File: src/rtl/std_types.sv
// std_types: shared scalar types, default widths and the arbiter state enum.
package std_types;
    typedef logic bool;
    typedef logic [7:0] u8;
    localparam int U8 = 8;
    typedef enum logic {ARB_EMPTY, ARB_FULL} arb_state_t;
endpackage

File: src/rtl/binmux.sv
// binmux: two-input data selector, sel=1 picks in1.
module binmux
    import std_types::*;
#(
    parameter int DATA_WIDTH = U8
) (
    input  logic                  sel,
    input  logic [DATA_WIDTH-1:0] in0,
    input  logic [DATA_WIDTH-1:0] in1,
    output logic [DATA_WIDTH-1:0] out
);
    assign out = sel ? in1 : in0;
endmodule

File: src/rtl/binmux_arb.sv
// binmux_arb: two-requester round-robin arbiter feeding one registered output slot.
// Define BINMUX_ARB_STATS_EN to add saturating per-requester grant counters.
module binmux_arb
    import std_types::*;
#(
    parameter int DATA_WIDTH = U8
) (
    input  logic                  clk,
    input  logic                  rst_n,
    input  logic                  in0_valid,
    input  logic [DATA_WIDTH-1:0] in0_data,
    output logic                  in0_ready,
    input  logic                  in1_valid,
    input  logic [DATA_WIDTH-1:0] in1_data,
    output logic                  in1_ready,
    output logic                  out_valid,
    output logic [DATA_WIDTH-1:0] out_data,
    input  logic                  out_ready,
`ifdef BINMUX_ARB_STATS_EN
    output u8                     in0_grants,
    output u8                     in1_grants,
`endif
    output logic                  out_src
);
    arb_state_t            state_q, state_d;
    logic                  last_gnt_q, last_gnt_d;
    logic [DATA_WIDTH-1:0] out_data_q, out_data_d, mux_data;
    logic                  out_src_q, out_src_d;
    logic                  take, sel;
    bool                   xfer;
`ifdef BINMUX_ARB_STATS_EN
    u8                     grants0_q, grants0_d, grants1_q, grants1_d;
`endif

    assign take = (state_q == ARB_EMPTY) || out_ready;
    // Under contention the requester not granted last time wins.
    assign sel  = (in0_valid && in1_valid) ? !last_gnt_q : in1_valid;
    assign xfer = take && (sel ? in1_valid : in0_valid);

    binmux #(.DATA_WIDTH(DATA_WIDTH)) u_mux (
        .sel (sel),
        .in0 (in0_data),
        .in1 (in1_data),
        .out (mux_data)
    );

    always_ff @(posedge clk or negedge rst_n) begin
        if (!rst_n) begin
            state_q    <= ARB_EMPTY;
            last_gnt_q <= 1'b1;
            out_data_q <= '0;
            out_src_q  <= 1'b0;
`ifdef BINMUX_ARB_STATS_EN
            grants0_q  <= '0;
            grants1_q  <= '0;
`endif
        end else begin
            state_q    <= state_d;
            last_gnt_q <= last_gnt_d;
            out_data_q <= out_data_d;
            out_src_q  <= out_src_d;
`ifdef BINMUX_ARB_STATS_EN
            grants0_q  <= grants0_d;
            grants1_q  <= grants1_d;
`endif
        end
    end

    always_comb begin
        state_d    = (xfer || (state_q == ARB_FULL && !out_ready)) ? ARB_FULL : ARB_EMPTY;
        last_gnt_d = xfer ? sel : last_gnt_q;
        out_data_d = xfer ? mux_data : out_data_q;
        out_src_d  = xfer ? sel : out_src_q;
`ifdef BINMUX_ARB_STATS_EN
        grants0_d  = (xfer && !sel && grants0_q != 8'hFF) ? grants0_q + 8'd1 : grants0_q;
        grants1_d  = (xfer &&  sel && grants1_q != 8'hFF) ? grants1_q + 8'd1 : grants1_q;
`endif
    end

    always_comb begin
        out_valid  = (state_q == ARB_FULL);
        out_data   = out_data_q;
        out_src    = out_src_q;
        in0_ready  = take && !sel;
        in1_ready  = take && sel;
`ifdef BINMUX_ARB_STATS_EN
        in0_grants = grants0_q;
        in1_grants = grants1_q;
`endif
    end
endmodule

File: config.mk
export PLATFORM = sky130hd
export DESIGN_NAME = binmux_arb
export DESIGN_NICKNAME = d
export VERILOG_FILES = /design/src/rtl/std_types.sv /design/src/rtl/binmux.sv /design/src/rtl/binmux_arb.sv
export SDC_FILE = /design/constraint.sdc
export NUM_CORES = 1
export LEC_CHECK = 0
export ABC_AREA = 1
export BUFFER_PORTS_ARGS = -buffer_cell sky130_fd_sc_hd__buf_2
export CAP_MARGIN = 30
export CORE_MARGIN = 8
export CORE_UTILIZATION = 40
export CTS_CLUSTER_DIAMETER = 60
export DETAILED_ROUTE_END_ITERATION = 6
export PLACE_DENSITY = 0.8
export REMOVE_ABC_BUFFERS = 1
export SLEW_MARGIN = 20
export SYNTH_ARGS = -nofsm -noshare
export SYNTH_HDL_FRONTEND = slang
export SYNTH_HIERARCHICAL = 1
export SYNTH_SLANG_ARGS = --single-unit
File: constraint.sdc
create_clock -name clk -period 3.2 [get_ports clk]
set_clock_uncertainty 0.1 [all_clocks]
set_input_delay 0.96 -clock clk [delete_from_list [all_inputs] [get_ports clk]]
set_output_delay 0.96 -clock clk [all_outputs]
set_load 0.01 [all_outputs]
Word level (Yosys, flattened, before mapping)
Index checks and enable logic that the tools add are counted.
- bits of input ports: 21
- logic and storage cells: 19
- bits in read-only memories: 0
- latch bits: 0
- memory bits (writable): 0
- bits in registers: 11
- memories: 0
- equality and inequality tests: 0
- shift-type cells: 0
- $mul: 0
- mux-type cells: 4
- reductions and logical operators: 10
- bitwise operators: 1
- magnitude comparators: 0
- add/subtract/negate cells: 0
- div/mod/pow operators: 0
- operator list (operator ; number):
    $mux W8 ; 1
    $logic_and A1 B1 Y1 ; 5
    $logic_not A1 Y1 ; 3
    $mux W1 ; 3
    $logic_or A1 B1 Y1 ; 2
    $not A1 Y1 ; 1

Longest topological paths before layout
Gate-level depths: netlist of run 1.
- word-level depth: 6
- mapped depth: 9
- mapped depth without buffers: 8

Modules after synthesis
Netlist of run 1, hierarchy kept.
- by module, submodules not included (module ; area each (um^2) ; times used ; cells each ; sequential area each (um^2)):
    binmux_arb ; 501.7 ; 1 ; 54 ; 276.5
    binmux ; 105.1 ; 1 ; 26 ; 0.0

Worst setup path before layout of run 1
Ideal clock, no wire load.
- path kind: input to output
- start point: input out_ready
- end point: output in0_ready
- buffers on the path: 1
- data arrival time: 1.322 ns
- setup slack: 0.818 ns
- data required time: 2.140 ns
- cell stages on the path: 5
- cell sequence: inv_2 nand2_4 buf_8 nand2_1 inv_1
- word-level cells in the longest chain between the ends: 2
- RTL lines (what ; RTL line ; RTL):
    start, declared ; binmux_arb.sv:18 ; input logic out_ready,
    $logic_or A1 B1 Y1 ; binmux_arb.sv:35 ; assign take = (state_q == ARB_EMPTY) || out_ready;
    $logic_and A1 B1 Y1 ; binmux_arb.sv:84 ; in0_ready = take && !sel;
    end, declared ; binmux_arb.sv:12 ; output logic in0_ready,
Every way passes these cells.

Worst setup path in the final report of run 1
- start point: input out_ready
- end point: output in1_ready
- word-level cells in the longest chain between the ends: 2
- RTL lines (what ; RTL line ; RTL):
    $logic_or A1 B1 Y1 ; binmux_arb.sv:35 ;
    $logic_and A1 B1 Y1 ; binmux_arb.sv:85 ; in1_ready = take && sel;
    end, declared ; binmux_arb.sv:15 ; output logic in1_ready,
Every way passes these cells.

==> results of run 1 <==
registers in the layout (all words and copies together), names as in the netlist:
register    count
out_src         1
out_data        8
last_gnt_q      1
out_valid       1
cells in the mapped netlist:
library cell and instances:
inv_2 4, dfrtp_1 10, nand2_8 2, buf_6 1, dfstp_2 1, nand2_1 47, inv_1 3, buf_8 1
nand3_1 10, nand2_4 1
stage by stage:
| step | hold slack (ps) | instance area (µm²) |
|---|---|---|
| 2_1_floorplan | 342 | 581 |
| 3_3_place_gp | 350 | 761 |
| 3_5_place_dp | 354 | 761 |
| 4_1_cts | 371 | 787 |
| 5_1_grt | 380 | 787 |
| 6_report | 366 | 787 |
final cells by class:
type                       instances  area, µm²
fill                             155        684
multi-input combinational         60        278
sequential                        11        277
timing repair buffer              32        160
clock buffer                       4       26.3
inverter                           7       26.3
tap                               16       20.0
layout by cell type, fill, tap and decap left out:
cell	synthesis	final
nand2_8	2	2
clkbuf_1	0	1
nand2_4	1	1
nand2_1	47	47
dfrtp_1	10	10
dfstp_2	1	1
inv_1	3	3
inv_2	4	4
nand3_1	10	10
clkbuf_4	0	3
buf_2	0	32
path summary, 6_finish.rpt:
| path | slack (ps) | endpoint |
|---|---|---|
| max reg2reg | 1790 | out_data[3] |
| min in group asynchronous | 450 | out_data[7] |
| min | 370 | out_src |
| max | 580 | in1_ready |
| min reg2reg | 370 | out_src |
| max in group asynchronous | 2300 | last_gnt_q |
power groups by stage:
stage | sequential, µW | clock [µW] | combinational [µW]
after global placement | 172 | 0 | 101
after CTS | 171 | 96.3 | 104
after floorplan | 182 | 0 | 47.8
final | 170 | 92.0 | 102
after detailed placement | 173 | 0 | 103
after global routing | 173 | 104 | 115
worst min-delay path, delay by kind of cell, from the launching register on:
| family | cells | cell delay, ps |
|---|---|---|
| flip-flops | 1 | 340 |
| AND/OR/NAND/NOR | 2 | 100 |
logic make-up (layout without fill, tap and decap cells):
family	count (synthesis)	in the layout
and+or+nand+nor	60	60
buffers and inverters	9	43
DFF	11	11
per-layer routing:
| metal | share of wire | track usage | vias to the layer above |
|---|---|---|---|
| li1 | - | - | 312 |
| met1 | 0.36 | 0.112 | 271 |
| met5 | 0 | 0 | - |
| met4 | 0.013 | 0.0600 | 0 |
| met2 | 0.56 | 0.191 | 16 |
| met3 | 0.071 | 0.0160 | 2 |
==> impl_results.md, run 1 <==
* DR iter-0 viols at 13
* Maximum clock rate at 382 MHz
* Via/cell ratio at 4.62
* I/O Buffers at 32
* Synth area leaders: dfrtp_1 (41%), nand2_1 (29%), nand3_1 (8.2%)
* Detailed placement HPWL at 1230 µm
* Final Critical Period at 2620 ps
* CP max stage delay at 140 ps
* Crit path depth at 6
* Clock buffer count from CTS at 3
* Final Hold Fails at 0
* Syn Std Cell Area at 607 µm²
* Drt first pass iters at 4
* CTS Root Cell: clkbuf_4
* Die Span Y at 55.0 µm
* Setup WS post-layout at 582 ps
* Worst Path Buf+Inv at 4
* Total internal power at 250 µW
* Gr ovfl total at 0
* CP arrival at 1560 ps
* Main combinational cell family by area after synthesis: simple AND/OR/NAND/NOR gates
* P per Cell Area at 463 mW/mm²
* DRT Wirelength at 1500 µm
* GPL Wtd Cong at 0.762
* Worst skew pair latency at 260 ps
* Worst EP required at 2140 ps
* Multiplexer area fraction after synthesis at 0
* Post-cts resize count at 0
* Place WS at 581 ps
* Synth Instances at 80
* Combinational fraction of design power at 0.280
* Final #Nets at 136
* R2r worst-path depth at 8
* Post-layout util at 0.535
* Total chip power at 364 µW
* Io pins at 33
* Crit-path slowest cell: nand2_4
* Worst hold path type: reg2reg
* Longest Clk Path Bufs at 2
* Worst Setup End Kind: output pin
* Ys Warns at 6
* Hold_buf cts at 0
* RSZ-0062 raised after global routing: false
* Clk slew on worst S/H paths at 70 ps
* Number of synthesized register bits at 11
* Antenna diodes at 0
* Simple-Gate Fraction of Synth Area at 0.458
* Post-synthesis area per instance at 7.59 µm²
* TNS Setup at 0 ps
* FF-to-FF Start: last_gnt_q
* Post-synthesis compound-gate area fraction at 0
* Buffer count from post-CTS setup fixing at 0
* Post-synthesis sequential area ratio at 0.456
* Critical Path Start: out_ready
* First-pass GRT wire length at 2340 µm
* Post-DRT Antenna Nets at 0
* Hold depth at 2
* Leak pwr at 0.000493 µW
* Synth Area in Adders at 0
* Finish-stage setup viols at 0
* DR vias at 601
* GR Util All Layers at 0.105
* Placed Cells incl. Taps at 126
* Hold_sp: out_src
* Seq pwr share at 0.468
* Final Cycle Share at 0.818
* Core box area at 0.00147 mm²
* Status: completed
* Sw power at 114 µW
* Max-Cap Viols at 0
* # rows at 14
* H-Tree Depth at 1
* Die area at 0.00302 mm²
* Max-slew headroom at 0.826
* Clock sinks at 11
* Yosys top cell area share at 0.412
* Area leader, netlist: dfrtp_1
* Vias in the first global route at 553
* Largest net degree at the start of global routing at 13
* Layout cells sized above 1 at 0.377
* CP most frequent cell: buf_2
* Synth Area in XOR/XNOR at 0
* Clock share of power at 0.253
* Tightest Pin Transition at 260 ps
* Antenna violations before repair at 0
* Setup crit start kind: primary input
* Wire per inst at 11.5 µm
* Drt drc at 0
* Final std cells w/o fill at 130
* Worst path cell trace: buf_2, inv_2, nand2_4, nand3_1, inv_1, buf_2
* Crit Path Max Fanout at 12
* Critical path class: in2out
* Netlist cell types at 10
* Maximum vdd ir drop at 177 µV
* Die X at 55.0 µm
* Initial Util at 0.412
* Crit-path leading delay family: buffers and inverters
* TritonCTS clock tree: done
* Sw frac at 0.314
* Final Slew Violations at 0
* Area growth from synthesis to layout at 29.7%
Note: power is estimated with default switching activity, not from simulation.
==> inputs of run 2 (changes only) <==
--- a/config.mk
+++ b/config.mk
@@ -8,8 +8,9 @@
 export ABC_AREA = 1
 export BUFFER_PORTS_ARGS = -buffer_cell sky130_fd_sc_hd__buf_2
 export CAP_MARGIN = 30
+export CORE_ASPECT_RATIO = 1.2
 export CORE_MARGIN = 8
-export CORE_UTILIZATION = 40
+export CORE_UTILIZATION = 38
 export CTS_CLUSTER_DIAMETER = 60
 export DETAILED_ROUTE_END_ITERATION = 6
 export PLACE_DENSITY = 0.8
==> constraint.sdc (replaced) <==
create_clock -name clk -period 2.3 [get_ports clk]
set_clock_uncertainty 0.1 [all_clocks]
set_input_delay 0.69 -clock clk [delete_from_list [all_inputs] [get_ports clk]]
set_output_delay 0.69 -clock clk [all_outputs]
set_load 0.01 [all_outputs]
==> impl_results.md, run 2 (synthesized netlist as in run 1, its figures left out) <==
* H-Tree Depth at 1
* Initial Util at 0.389
* Most common cell after layout, fill and taps aside: nand2_1
* Crit Path Max Fanout at 12
* Antenna violations before repair at 0
* R2r worst-path depth at 8
* Final Slew Violations at 0
* CTS Root Cell: clkbuf_4
* CP arrival at 1290 ps
* Reg2reg setup slack at 870 ps
* Clock buffer count from CTS at 3
* Detailed placement HPWL at 1230 µm
* Final Critical Period at 2080 ps
* Antenna diodes at 0
* DR vias at 604
* Setup crit start kind: primary input
* Gr ovfl total at 0
* Worst hold path type: in2async
* Clock sinks at 11
* Final Cycle Share at 0.903
* Dpl cell area at 763 µm²
* GR Util All Layers at 0.104
* Largest net degree at the start of global routing at 13
* GPL Wtd Cong at 0.824
* Worst Setup End Kind: output pin
* FF-to-FF Start: last_gnt_q
* Leak pwr at 0.000493 µW
* Post-DRT Antenna Nets at 0
* Finish-stage setup viols at 0
* Max-slew headroom at 0.810
* Longest Clk Path Bufs at 2
* Critical path destination: in1_ready
* Final Hold Fails at 0
* Final Cell Area at 790 µm²
* Worst skew pair latency at 260 ps
* Tightest Pin Transition at 285 ps
* Most frequent cells in the layout: nand2_1 (47), buf_2 (32), nand3_1 (10), dfrtp_1 (10), inv_2 (4)
* DRT Wirelength at 1540 µm
* DR iter-0 viols at 10
* Critical Path Start: out_ready
* Clk slew on worst S/H paths at 70 ps
* Wire per inst at 11.7 µm
* # rows at 16
* Place WS at 220 ps
* Worst EP required at 1510 ps
* RSZ-0062 raised after global routing: false
* Core box area at 0.00156 mm²
* Drt drc at 0
* Post-cts resize count at 0
* Final #Nets at 136
* P per Cell Area at 645 mW/mm²
* TritonCTS clock tree: done
* Status: completed
* Reg2reg end: out_data[4]
* Critical path class: in2out
* Setup WS post-layout at 224 ps
* Hold_buf cts at 0
* Maximum vdd ir drop at 251 µV
* Max-Cap Viols at 0
* Vias in the first global route at 571
* Layout cells sized above 1 at 0.377
* Io pins at 33
* Drt first pass iters at 4
* Die area at 0.00314 mm²
* I/O Buffers at 32
* Via/cell ratio at 4.58
* First-pass GRT wire length at 2530 µm
* Maximum clock rate at 482 MHz
* Die Span Y at 59.8 µm
* Buffer count from post-CTS setup fixing at 0
* TNS Setup at 0 ps
* Max reg flops at 8
* Area growth from synthesis to layout at 30.1%
* Die X at 52.5 µm
-- run 2: cell counts in the layout (fill, tap and decap cells not counted) --
No cell type changed its count.
-- run 2: area by class of cell --
type,count,area (µm²)
fill,163,772
sequential,11,277
inverter,7,26.3
clock buffer,4,26.3
tap,18,22.5
timing repair buffer,32,160
multi-input combinational,60,278
-- run 2: power by group --
part | leakage, µW | internal, µW | total (µW) | switching [µW]
sequential | 0.000132 | 223 | 237 | 13.6
combinational | 0.000347 | 57.6 | 142 | 84.7
clock | 0.0000150 | 67.0 | 130 | 63.4
-- run 2: routing by layer --
metal	vias up	track usage	routed length (µm)
li1	308	-	-
met5	-	0	0
met1	278	0.114	559
met4	0	0.0667	24
met2	16	0.175	860
met3	2	0.0224	94
-- run 2: worst min path at each step --
stage,end,slack [ps],depth (start not counted)
floorplan,out_data[0],290,0
global placement,out_data[6],350,2
detailed placement,out_data[2],350,2
CTS,out_src,190,1
global route,out_data[0],180,1
finish,out_src,180,1
-- run 2: worst max-delay path, stage by stage --
cell     delay (ps)
buf_2            90
inv_2            40
nand2_4         140
nand3_1         140
inv_1            70
buf_2           120
-- run 2: metrics by stage --
stage / hold slack (ps) / total power, µW / cells / utilization
finish: 183 / 509 / 132 / 0.506
global route: 177 / 551 / 132 / 0.506
detailed placement: 354 / 385 / 128 / 0.489
floorplan: 294 / 320 / 78 / -
global placement: 349 / 381 / 128 / 0.489
CTS: 187 / 516 / 132 / 0.506
